===== src/rtl/fetch_buffer_pkg.sv =====
// Shared fetch-path types and constants for the fetch buffer and its queue.
package fetch_buffer_pkg;
  localparam int XLEN = 32;
  localparam int INST_BYTES = 4;
  localparam logic [31:0] NOP = 32'h0000_0013;

  typedef struct packed {
    logic [XLEN-1:0] inst;
    logic [XLEN-1:0] pc;
  } fetch_entry_t;
endpackage


===== src/rtl/fetch_fifo.sv =====
// Circular {inst, pc} queue: synchronous write, asynchronous head read, wrapping pointers.
module fetch_fifo
  import fetch_buffer_pkg::*;
#(
  parameter int DEPTH = 4
)(
  input  logic         clk,
  input  logic         rst,
  input  logic         clr,
  input  logic         wr_en,
  input  fetch_entry_t wr_data,
  input  logic         rd_en,
  output fetch_entry_t rd_data
);
  localparam int AW = $clog2(DEPTH);

  fetch_entry_t  mem [DEPTH];
  logic [AW-1:0] head, tail;

  function automatic logic [AW-1:0] bump(input logic [AW-1:0] p);
    return (p == AW'(DEPTH-1)) ? '0 : p + AW'(1);
  endfunction

  always_ff @(posedge clk or posedge rst) begin
    if (rst) begin
      head <= '0;
      tail <= '0;
    end else if (clr) begin
      head <= '0;
      tail <= '0;
    end else begin
      if (wr_en) tail <= bump(tail);
      if (rd_en) head <= bump(head);
    end
  end

  // Data array carries no reset; occupancy in the parent guards every read.
  always_ff @(posedge clk) begin
    if (wr_en) mem[tail] <= wr_data;
  end

  assign rd_data = mem[head];
endmodule


===== src/rtl/fetch_buffer.sv =====
// Instruction fetch buffer: PC/request control in front of a small instruction queue.
// Define FETCH_BYPASS_EN to forward a response straight to decode when the queue is empty.
module fetch_buffer #(
  parameter int              XLEN     = 32,
  parameter int              DEPTH    = 4,
  parameter logic [XLEN-1:0] RESET_PC = '0
)(
  input  logic            clk,
  input  logic            rst,
  input  logic [XLEN-1:0] inst_i,
  output logic [XLEN-1:0] inst_addr_o,
  output logic            inst_ce_o,
  input  logic            flush_i,
  input  logic [XLEN-1:0] flush_pc_i,
  input  logic            id_ready_i,
  output logic            id_valid_o,
  output logic [XLEN-1:0] id_inst_o,
  output logic [XLEN-1:0] id_pc_o
);
  import fetch_buffer_pkg::*;

  localparam int CW = $clog2(DEPTH+1);

  if (XLEN != fetch_buffer_pkg::XLEN || DEPTH < 2 || (DEPTH & (DEPTH-1)) != 0) begin : g_cfg_err
    $error("fetch_buffer: XLEN must match the package and DEPTH must be a power of two >= 2");
  end

  logic [XLEN-1:0] fetch_pc, pend_pc;
  logic [CW-1:0]   count;
  logic            pending, req, byp, wr_en, rd_en;
  fetch_entry_t    head, wr_entry;
  logic            unused_ok;

  assign unused_ok = ^flush_pc_i[1:0];

  // Reserve a slot for the in-flight response so the queue can never overflow.
  assign req         = !rst && !flush_i && (int'(count) + int'(pending) < DEPTH);
  assign inst_ce_o   = req;
  assign inst_addr_o = fetch_pc;

`ifdef FETCH_BYPASS_EN
  assign byp = pending && (count == '0);
`else
  assign byp = 1'b0;
`endif

  assign id_valid_o = !flush_i && ((count != '0) || byp);
  assign id_inst_o  = !id_valid_o ? NOP : (byp ? inst_i : head.inst);
  assign id_pc_o    = byp ? pend_pc : head.pc;

  assign rd_en    = id_valid_o && id_ready_i && !byp;
  assign wr_en    = pending && !flush_i && !(byp && id_ready_i);
  assign wr_entry = '{inst: inst_i, pc: pend_pc};

  always_ff @(posedge clk or posedge rst) begin
    if (rst) begin
      fetch_pc <= RESET_PC;
      pend_pc  <= RESET_PC;
      count    <= '0;
      pending  <= 1'b0;
    end else if (flush_i) begin
      fetch_pc <= {flush_pc_i[XLEN-1:2], 2'b00};
      count    <= '0;
      pending  <= 1'b0;
    end else begin
      pending <= req;
      if (req) begin
        pend_pc  <= fetch_pc;
        fetch_pc <= fetch_pc + XLEN'(INST_BYTES);
      end
      count <= count + CW'(wr_en) - CW'(rd_en);
    end
  end

  fetch_fifo #(.DEPTH(DEPTH)) u_fifo (
    .clk     (clk),
    .rst     (rst),
    .clr     (flush_i),
    .wr_en   (wr_en),
    .wr_data (wr_entry),
    .rd_en   (rd_en),
    .rd_data (head)
  );

  a_no_overflow: assert property (@(posedge clk) disable iff (rst)
    !(wr_en && !rd_en && count == CW'(DEPTH)));
endmodule


===== config.mk =====
export PLATFORM = sky130hd
export DESIGN_NAME = fetch_buffer
export DESIGN_NICKNAME = d
export VERILOG_FILES = /design/src/rtl/fetch_buffer_pkg.sv /design/src/rtl/fetch_fifo.sv /design/src/rtl/fetch_buffer.sv
export SDC_FILE = /design/constraint.sdc
export NUM_CORES = 1
export LEC_CHECK = 0
export BUFFER_PORTS_ARGS = -buffer_cell sky130_fd_sc_hd__buf_2
export CORE_MARGIN = 2
export CORE_UTILIZATION = 30
export DETAILED_ROUTE_END_ITERATION = 10
export PLACE_DENSITY = 0.45
export SYNTH_ARGS = -nofsm -noshare
export SYNTH_HDL_FRONTEND = slang
export SYNTH_SLANG_ARGS = --single-unit

===== constraint.sdc =====
create_clock -name clk -period 5.45 [get_ports clk]
set_input_delay 0.2725 -clock clk [delete_from_list [all_inputs] [get_ports clk]]
set_output_delay 0.2725 -clock clk [all_outputs]
set_load 0.03 [all_outputs]

==> results.sh, run 1 <==
export IMPL_worstRegToRegCells=7
export IMPL_postSynthAreaPerCell_um2=18.65
export IMPL_combPwrFrac=0.191
export IMPL_hpwl_um=17820
export IMPL_criticalPathCategory="reg -> out"
export IMPL_switching_share=0.2855
export IMPL_port_buffers=159
export IMPL_dieArea_um2=43540
export IMPL_synth_cell_types=43
export IMPL_place_inst=1343
export IMPL_wl_per_cell_um=19.94
export IMPL_synthCells=674
export IMPL_hold_class="in -> reg"
export IMPL_cts_buffers=36
export IMPL_grt_pass1_wl_um=44630
export IMPL_area_growth_pct=25.26
export IMPL_place_gp_congestion=0.6771
export IMPL_cts_sinks=316
export IMPL_cts_tree="yes"
export IMPL_tightest_slew_ns=0.8550
export IMPL_ys_ff_latch=316
export IMPL_die_x_um=208.7
export IMPL_antenna_found_initial=1
export IMPL_fin_nets=987
export IMPL_h_tree_depth=2
export IMPL_rows=74
export IMPL_cap_viol_max_count=0
export IMPL_drt_iter0_drc=326
export IMPL_drcViolationCount=0
export IMPL_layout_drive_gt1_share=0.3522
export IMPL_worst_skew_pair_late_latency_ns=0.52
export IMPL_placed_cell_area_um2=13970
export IMPL_crit_arrival_ns=2.83
export IMPL_synth_top_area_share=0.5926
export IMPL_setup_viol=0
export IMPL_start_util=0.3057
export IMPL_io_pins=166
export IMPL_synth_edff_count=248
export IMPL_pre_cts_slack_ns=2.289
export IMPL_fin_crit_sh=0.5684
export IMPL_worstSetupStartpoint="u_fifo.head[0]"
export IMPL_clock_skew_final_ns=0.01295
export IMPL_clk_pin_slew_worst_paths_ns=0.06
export IMPL_design_area_um2=15740
export IMPL_multi_input_area_um2=3222
export IMPL_hold_ws_ns=0.02444
export IMPL_crit_path_start_kind="register"
export IMPL_cts_resized=0
export IMPL_rr_startpoint="count[1]"
export IMPL_vias_per_cell=4.590
export IMPL_final_cell_mix="edfxtp_1 (248), buf_2 (159), dfrtp_1 (66), mux4_2 (62), dlygate4sd3_1 (60)"
export IMPL_ctsRootBufferMaster="clkbuf_16"
export IMPL_cts_buffer_depth=3
export IMPL_p_leak_nw=5.682
export IMPL_fmax_mhz=322.8
export IMPL_cts_hold_buffers=60
export IMPL_endpoint_kind="output port"
export IMPL_r2r_end="pend_pc[28]"
export IMPL_yosys_warnings=0
export IMPL_p_int_mw=4.901
export IMPL_cts_setup_buffers=0
export IMPL_stdcell_count=1470
export IMPL_grtUsageTotal=0.1355
export IMPL_totalWireLength_um=29320
export IMPL_power_frac_seq=0.464
export IMPL_cp_max_fo=35
export IMPL_p_per_area_nw_per_um2=435.8
export IMPL_rsz0062_at_grt="no"
export IMPL_synthFlopType="edfxtp_1"
export IMPL_worstSetupEndpoint="id_inst_o[24]"
export IMPL_final_util=0.3829
export IMPL_setup_slack_ns=2.352
export IMPL_grt_pass1_vias=7144
export IMPL_grt_max_degree=57
export IMPL_layout_commonest_cell="edfxtp_1"
export IMPL_critPathRequiredTime_ns=5.18
export IMPL_ys_seq_area_frac=0.7280
export IMPL_die_h_um=208.7
export IMPL_ys_top_cells_by_area="edfxtp_1 (59%), dfrtp_1 (14%), mux4_2 (11%)"
export IMPL_synth_area_leader_cell="edfxtp_1"
export IMPL_syn_area_um2=12570
export IMPL_max_slew_margin=0.4300
export IMPL_core_region_area_um2=41110
export IMPL_reg2reg_slack_ns=2.35
export IMPL_hold_viol=0
export IMPL_seqCellArea_um2=9156
export IMPL_drt_pass1_iterations=4
export IMPL_fin_setup_tns_ns=0
export IMPL_vias=6747
export IMPL_finalCriticalPeriod_ns=3.098
export IMPL_clkPwrFrac=0.346
export IMPL_ys_async_sr_fraction=0.2152
export IMPL_p_total_mw=6.859
export IMPL_postRouteAntennaNets=0
export IMPL_nFillCells=3918
export IMPL_gr_total_overflow=0
export IMPL_outcome="finished, final reports clean"
export IMPL_report_final_slew_viol_count=0
export IMPL_p_switching_mw=1.958
export IMPL_ir_worst_vdd_mv=0.1905
[layout make-up]
cell class / count / area share
clock inverters: 17 / 0.01033
diodes: 1 / 0.0001590
repair buffers: 231 / 0.09443
multi-input cells: 312 / 0.2047
well taps: 532 / 0.04229
inverters: 12 / 0.002861
flip-flops and latches: 316 / 0.5817
clock buffers: 49 / 0.06359
[metal layers]
metal / global-route usage / share of wire
met1: 0.1906 / 0.47
met2: 0.2145 / 0.46
met4: 0.03645 / 0.018
met5: 0 / 0
met3: 0.02780 / 0.052
[state kept, by name, summed over array words and instances, names as in the netlist]
register,count
u_fifo.head,2
u_fifo.tail,2
pend_pc,30
pending,1
count,3
u_fifo.mem,248
inst_addr_o,30
[power by group through the flow]
stage	registers [mW]	logic, mW	clock network, mW
5_1_grt	3.23	1.42	2.54
3_5_place_dp	3.24	1.31	0
4_1_cts	3.19	1.35	2.44
6_report	3.18	1.31	2.37
2_1_floorplan	3.12	0.964	0
3_3_place_gp	3.24	1.31	0
[worst min path at each step]
stage                        start           endpoint  slack, ns  depth (start not counted)
floorplan                inst_i[0]  u_fifo.mem[0][32]       0.37                          0
finish              flush_pc_i[25]    inst_addr_o[25]       0.02                          2
CTS                 flush_pc_i[25]    inst_addr_o[25]       0.01                          2
global route        flush_pc_i[25]    inst_addr_o[25]      0.009                          2
detailed placement             rst     u_fifo.tail[1]       0.36                          2
global placement               rst            pending       0.34                          2
[critical path, stage by stage (launching register included)]
cell and delay [ns]:
dfrtp_4 0.94, buf_4 0.46, mux4_2 0.55, and2_1 0.18, buf_2 0.17
[logic make-up (layout without fill, tap and decap cells)]
logic type	count (synthesis)	after routing	share of synthesized area
adder cells (fa/ha/maj)	10	10	0.01055
buffers and inverters	49	309	0.01842
flip-flops	316	316	0.7280
multiplexers	99	99	0.1440
other	1	5	0.0002984
AO/OA/AOI/OAI	32	32	0.01454
XOR/XNOR	27	27	0.01882
AND/OR/NAND/NOR	140	140	0.06541
[Yosys cell counts (all sizes together) (2+ instances only)]
master / count
o21ai: 26
clkbuf: 16
a31oi: 3
dfrtp: 68
buf: 21
and2: 38
nand4: 22
nor2b: 2
ha: 9
nor2: 15
xor2: 17
inv: 12
xnor2: 10
nand3: 11
nand2: 32
mux2: 34
edfxtp: 248
mux4: 62
nor4: 2
mux2i: 3
nor3: 4
and3: 4
or3: 6
Note: power is estimated with default switching activity, not from simulation.
==> run 2, diff against run 1 <==
- ABC_AREA: unset -> 1
- clock period: 5.45 -> 2.9 ns (I/O delays scaled with it)
==> run 2 against run 1 <==
Net effect: utilization is 0.32 points lower; synthesized cell count is 81% higher; count of clock-buffer cells in the layout is 2 lower; worst hold slack better by 0.22 ns; sequential power is 85% higher; setup slack worse by 1.9 ns; critical path type unchanged; largest cell class unchanged.
==> results.sh, run 2 <==
export IMPL_crit_arrival_ns=2.35
export IMPL_nFillCells=4382
export IMPL_p_total_mw=13.98
export IMPL_antenna_found_initial=0
export IMPL_cp_max_fo=58
export IMPL_die_x_um=214.5
export IMPL_synthCells=1223
export IMPL_ir_worst_vdd_mv=0.4552
export IMPL_hpwl_um=20970
export IMPL_ys_ff_latch=316
export IMPL_cts_sinks=316
export IMPL_rows=77
export IMPL_final_cell_mix="edfxtp_1 (248), nor2_1 (227), nand2_1 (204), buf_2 (159), o21ai_0 (141)"
export IMPL_final_util=0.3797
export IMPL_cap_viol_max_count=0
export IMPL_dieArea_um2=46010
export IMPL_synthFlopType="edfxtp_1"
export IMPL_clk_pin_slew_worst_paths_ns=0.06
export IMPL_clock_skew_final_ns=0.02100
export IMPL_yosys_warnings=0
export IMPL_ys_top_cells_by_area="edfxtp_1 (56%), dfrtp_1 (13%), nor2_1 (6.5%)"
export IMPL_fin_nets=1524
export IMPL_max_slew_margin=0.5891
export IMPL_wl_per_cell_um=17.23
export IMPL_vias=9397
export IMPL_h_tree_depth=2
export IMPL_cts_tree="yes"
export IMPL_fmax_mhz=401.0
export IMPL_cts_setup_buffers=0
export IMPL_synth_area_leader_cell="edfxtp_1"
export IMPL_cts_buffer_depth=3
export IMPL_port_buffers=159
export IMPL_p_per_area_nw_per_um2=838.3
export IMPL_hold_viol=0
export IMPL_rsz0062_at_grt="no"
export IMPL_grt_pass1_wl_um=55610
export IMPL_die_h_um=214.5
export IMPL_synthTopCellsByCount="edfxtp_1 (248), nor2_1 (231), nand2_1 (204)"
export IMPL_setup_viol=0
export IMPL_tightest_slew_ns=0.6163
export IMPL_grt_max_degree=127
export IMPL_regMostFlops="u_fifo.mem"
export IMPL_p_leak_nw=6.589
export IMPL_endpoint_kind="output port"
export IMPL_postRouteAntennaNets=0
export IMPL_fin_setup_tns_ns=0
export IMPL_outcome="finished, final reports clean"
export IMPL_drt_pass1_iterations=4
export IMPL_core_region_area_um2=43930
export IMPL_hold_class="in -> async"
export IMPL_start_util=0.3026
export IMPL_synth_edff_count=248
export IMPL_postSynthAreaPerCell_um2=10.87
export IMPL_synth_cell_types=32
export IMPL_worst_skew_pair_late_latency_ns=0.54
export IMPL_totalWireLength_um=35590
export IMPL_layout_commonest_cell="edfxtp_1"
export IMPL_grt_pass1_vias=9302
export IMPL_critPathRequiredTime_ns=2.76
export IMPL_fin_crit_sh=0.8600
export IMPL_grtUsageTotal=0.1562
export IMPL_cts_buffers=37
export IMPL_drcViolationCount=0
export IMPL_ys_async_sr_fraction=0.2152
export IMPL_drt_iter0_drc=537
export IMPL_synth_top_area_share=0.5602
export IMPL_largest_reg_flops=248
export IMPL_place_gp_congestion=0.8445
export IMPL_crit_path_start_kind="register"
export IMPL_finalCriticalPeriod_ns=2.494
export IMPL_vias_per_cell=4.548
export IMPL_layout_drive_gt1_share=0.1811
export IMPL_syn_area_um2=13290
export IMPL_synth_most_common_cell="edfxtp_1"
export IMPL_ctsRootBufferMaster="clkbuf_16"
export IMPL_io_pins=166
export IMPL_antenna_cells=0
export IMPL_gr_total_overflow=0
export IMPL_ys_seq_area_frac=0.6883
export IMPL_report_final_slew_viol_count=0
export IMPL_criticalPathCategory="reg -> out"
export IMPL_area_growth_pct=25.48
run 2: cell count changes after synthesis, moves of 11 or more:
cell,delta
a21oi_1,+30
and2_1,-38
clkbuf_1,+11
inv_1,+56
mux2_2,-28
mux4_2,-62
nand2_1,+172
nand3_1,+69
nand4_1,-17
nor2_1,+217
o21ai_0,+124
o22ai_1,+31
xor2_1,-17
run 2: layer usage:
layer	vias up	part of all wire	global-route usage
met1	4510	0.47	0.2157
met4	0	0.020	0.04028
met3	49	0.042	0.03234
met2	197	0.46	0.2509
met5	-	0	0
li1	4641	-	-
run 2: per-stage QoR:
stage / hold WS, ns / setup slack (ns) / std cells / instance area, µm²
5_1_grt: 0.2824 / 0.2126 / 2066 / 16680
3_3_place_gp: 0.2749 / 0.7599 / 1934 / 14780
2_1_floorplan: 0.2439 / -0.8301 / 1226 / 13300
3_5_place_dp: 0.2726 / 0.7549 / 1934 / 14780
4_1_cts: 0.2196 / 0.3402 / 2066 / 16680
6_report: 0.2445 / 0.4059 / 2066 / 16680
run 2: logic make-up (layout without fill, tap and decap cells):
| group | Yosys count | count (layout) | share of synthesized area |
|---|---|---|---|
| simple gates | 537 | 537 | 0.1668 |
| buf+inv | 137 | 385 | 0.04735 |
| compound gates | 222 | 222 | 0.08735 |
| other cells | 1 | 4 | 0.0002821 |
| flops | 316 | 316 | 0.6883 |
| fa+ha+maj | 10 | 10 | 0.009978 |
run 2: cell type report:
cell class | instances | area, µm² | share of cell area
sequential | 316 | 9154 | 0.5488
multi-input combinational | 773 | 3556 | 0.2132
timing repair buffer | 245 | 1704 | 0.1022
clock buffer | 47 | 1047 | 0.06279
tap | 592 | 740.7 | 0.04441
inverter | 73 | 280.3 | 0.01680
clock inverter | 20 | 197.7 | 0.01185
run 2: repair_timing:
item,in CTS,in global routing
endpoints found under the hold margin,183,0
hold buffers,65,0
gates resized for setup,0,0
run 2: worst paths after layout:
kind                           startpoint               end  slack [ns]  depth (start not counted)
max                        u_fifo.head[0]     id_inst_o[14]        0.41                          5
min                                   rst   inst_addr_o[19]        0.24                          3
max reg2reg                      count[1]          count[2]        0.82                         11
min reg2reg                    pend_pc[9]  u_fifo.mem[3][9]        0.52                          0
max in group asynchronous             rst   inst_addr_o[13]        1.99                          4
min in group clk            flush_pc_i[4]    inst_addr_o[4]        0.35                          4
run 2: critical path: stages, from the launching register on:
cell      delay, ns
dfrtp_4        0.49
clkinv_2       0.34
buf_12         0.31
o21ai_0        0.13
a21oi_1        0.26
buf_2          0.25
run 2: power by group:
group	switching [mW]	total, mW	internal [mW]
Combinational	2.42	3.37	0.946
Sequential	0.426	5.88	5.46
Clock	1.83	4.73	2.91
Total	4.67	14.0	9.31
==> run 3, diff against run 2 <==
- PLACE_DENSITY: 0.45 -> 0.44
- SYNTH_HIERARCHICAL: unset -> 1
- clock period: 2.9 -> 2.62 ns (I/O delays scaled with it)
==> run 3 against run 2 <==
Net effect: cell count is 23% higher; clock skew is 0.0018 ns lower; flip-flop and latch count up 8; setup slack worse by 0.16 ns; critical endpoint is now inst_ce_o; sequential share of layout area down 3.6 points; largest cell class unchanged.
==> results.sh, run 3 <==
export IMPL_max_slew_margin=0.6119
export IMPL_area_growth_pct=22.94
export IMPL_synthCells=1605
export IMPL_synthFlopType="edfxtp_1"
export IMPL_synth_top_family_by_area="simple AND/OR/NAND/NOR gates"
export IMPL_ys_ff_latch=324
export IMPL_clk_pin_slew_worst_paths_ns=0.05
export IMPL_die_h_um=226.9
export IMPL_p_per_area_nw_per_um2=793.8
export IMPL_antenna_cells=0
export IMPL_fin_nets=1918
export IMPL_io_pins=166
export IMPL_hpwl_um=21920
export IMPL_postRouteAntennaNets=0
export IMPL_synth_cell_types=31
export IMPL_pre_cts_slack_ns=0.5267
export IMPL_final_cell_mix="nand2_1 (497), inv_1 (364), edfxtp_1 (256), nand3_1 (166), buf_2 (161)"
export IMPL_place_inst=2399
export IMPL_ctsRootBufferMaster="clkbuf_16"
export IMPL_largest_reg_flops=256
export IMPL_regMostFlops="u_fifo/mem"
export IMPL_setup_viol=0
export IMPL_finalCriticalPeriod_ns=2.374
export IMPL_crit_arrival_ns=2.24
export IMPL_totalWireLength_um=37080
export IMPL_cap_viol_max_count=0
export IMPL_cp_slowest_cell="dfrtp_1"
export IMPL_criticalPathCategory="reg -> out"
export IMPL_fin_crit_sh=0.9063
export IMPL_hold_viol=0
export IMPL_start_util=0.3040
export IMPL_cts_buffer_depth=3
export IMPL_endpoint_kind="output port"
export IMPL_report_final_slew_viol_count=0
export IMPL_cts_sinks=324
export IMPL_h_tree_depth=2
export IMPL_yosys_warnings=6
export IMPL_cts_buffers=39
export IMPL_cts_tree="yes"
export IMPL_grtUsageTotal=0.1459
export IMPL_synth_top_area_share=0.5156
export IMPL_drcViolationCount=0
export IMPL_synthTopCellsByCount="nand2_1 (497), inv_1 (369), edfxtp_1 (256)"
export IMPL_grt_max_degree=71
export IMPL_synth_area_leader_cell="edfxtp_1"
export IMPL_core_region_area_um2=49050
export IMPL_synth_most_common_cell="nand2_1"
export IMPL_grt_pass1_vias=9984
export IMPL_clock_skew_final_ns=0.01923
export IMPL_cpMostUsedCell="inv_1"
export IMPL_final_util=0.3737
export IMPL_max_stage_delay_ns=0.46
export IMPL_port_buffers=161
export IMPL_drt_iter0_drc=522
export IMPL_antenna_found_initial=0
export IMPL_place_gp_congestion=0.7606
export IMPL_rows=81
export IMPL_ys_async_sr_fraction=0.2099
export IMPL_synthAdderAreaFrac=0.008895
export IMPL_synth_mux_area_frac=0
export IMPL_cts_resized=0
export IMPL_yosys_area_share_simple=0.2130
export IMPL_synth_edff_count=256
export IMPL_ys_top_cells_by_area="edfxtp_1 (52%), nand2_1 (13%), dfrtp_1 (11%)"
export IMPL_critPathRequiredTime_ns=2.49
export IMPL_layout_commonest_cell="nand2_1"
export IMPL_vias_per_cell=4.207
export IMPL_postSynthAreaPerCell_um2=9.290
export IMPL_ys_seq_area_frac=0.6297
export IMPL_tightest_slew_ns=0.5813
export IMPL_synth_xor_area_frac=0.005287
export IMPL_fin_setup_tns_ns=0
export IMPL_synth_compound_area_frac=0.02266
export IMPL_ir_worst_vdd_mv=0.3896
export IMPL_die_x_um=226.9
export IMPL_layout_drive_gt1_share=0.1408
export IMPL_worst_skew_pair_late_latency_ns=0.55
export IMPL_path_cells="ha_1, nand3_1, nand2_1, inv_1, nand3_2, buf_12, inv_1, buf_2"
export IMPL_drt_pass1_iterations=5
export IMPL_cts_setup_buffers=0
export IMPL_vias=10653
export IMPL_dieArea_um2=51500
export IMPL_rsz0062_at_grt="no"
export IMPL_stdcell_count=2532
export IMPL_gr_total_overflow=0
export IMPL_hold_class="in -> async"
export IMPL_setup_slack_ns=0.2456
export IMPL_syn_area_um2=14910
export IMPL_fmax_mhz=421.2
export IMPL_outcome="finished, final reports clean"
export IMPL_crit_path_start_kind="register"
export IMPL_p_leak_nw=8.682
export IMPL_grt_pass1_wl_um=57170
export IMPL_cp_max_fo=41
export IMPL_wl_per_cell_um=14.65
-- run 3: changes by cell type after synthesis, sizes merged, moves of 29 or more --
cell / previous run / this run
nand2: 210 / 503
a21oi: 30 / 1
nand3: 80 / 167
o22ai: 31 / 0
inv: 72 / 371
o21ai: 158 / 47
nor2: 243 / 85
-- run 3: critical path: cells and delay by family (launching register included) --
| family | cells | cell delay [ns] |
|---|---|---|
| and+or+nand+nor | 3 | 0.37 |
| buffers and inverters | 4 | 0.60 |
| adders and majority gates | 1 | 0.25 |
| DFF | 1 | 0.46 |
-- run 3: kinds of logic after synthesis --
kind of cell / Yosys count
simple gates: 767
buf+inv: 433
flops: 324
compound gates: 61
fa+ha+maj: 10
xor+xnor: 9
other cells: 1
-- run 3: path summary, 6_finish.rpt --
check                            start           endpoint  slack [ns]  depth (start not counted)
setup / recovery              count[1]          inst_ce_o        0.25                          8
hold / removal                     rst     u_fifo/tail[1]        0.07                          3
setup reg to reg              count[1]           count[2]        0.54                          9
hold reg to reg            pend_pc[14]  u_fifo/mem[2][14]        0.53                          0
max in group asynchronous          rst     inst_addr_o[9]        1.74                          4
min in group clk               flush_i     u_fifo/head[0]        0.10                          6
-- run 3: report_power, final --
part	total [mW]	switching [mW]	internal (mW)
registers	6.67	0.500	6.17
clock network	4.97	2.06	2.91
logic	2.92	2.05	0.870
-- run 3: repair_timing --
item | CTS | global route
endpoints found under the hold margin | 188 | 0
hold buffers | 64 | 0
setup endpoints to repair | 0 | 0
-- run 3: per-layer routing --
layer | GRT usage | up-vias | part of all wire
li1 | - | 5424 | -
met1 | 0.1960 | 4979 | 0.47
met2 | 0.2395 | 198 | 0.47
met3 | 0.02788 | 52 | 0.044
met4 | 0.04428 | 0 | 0.020
met5 | 0 | - | 0
-- run 3: through the flow --
step	hold slack (ns)	instance area [µm²]	total power, mW
final	0.06616	18330	14.55
after CTS	0.02677	18330	14.85
after floorplan	-0.1029	14940	8.625
after global placement	0.08927	16530	9.641
after global routing	0.06664	18330	15.40
after detailed placement	0.08852	16530	9.684
-- run 3: cell type report --
cell class | instances | area, µm²
flip-flops and latches | 324 | 9394
repair buffers | 247 | 1774
multi-input cells | 857 | 3776
clock buffers | 55 | 1056
clock inverters | 14 | 105.1
well taps | 664 | 830.8
inverters | 371 | 1395
fillers | 5001 | 30720
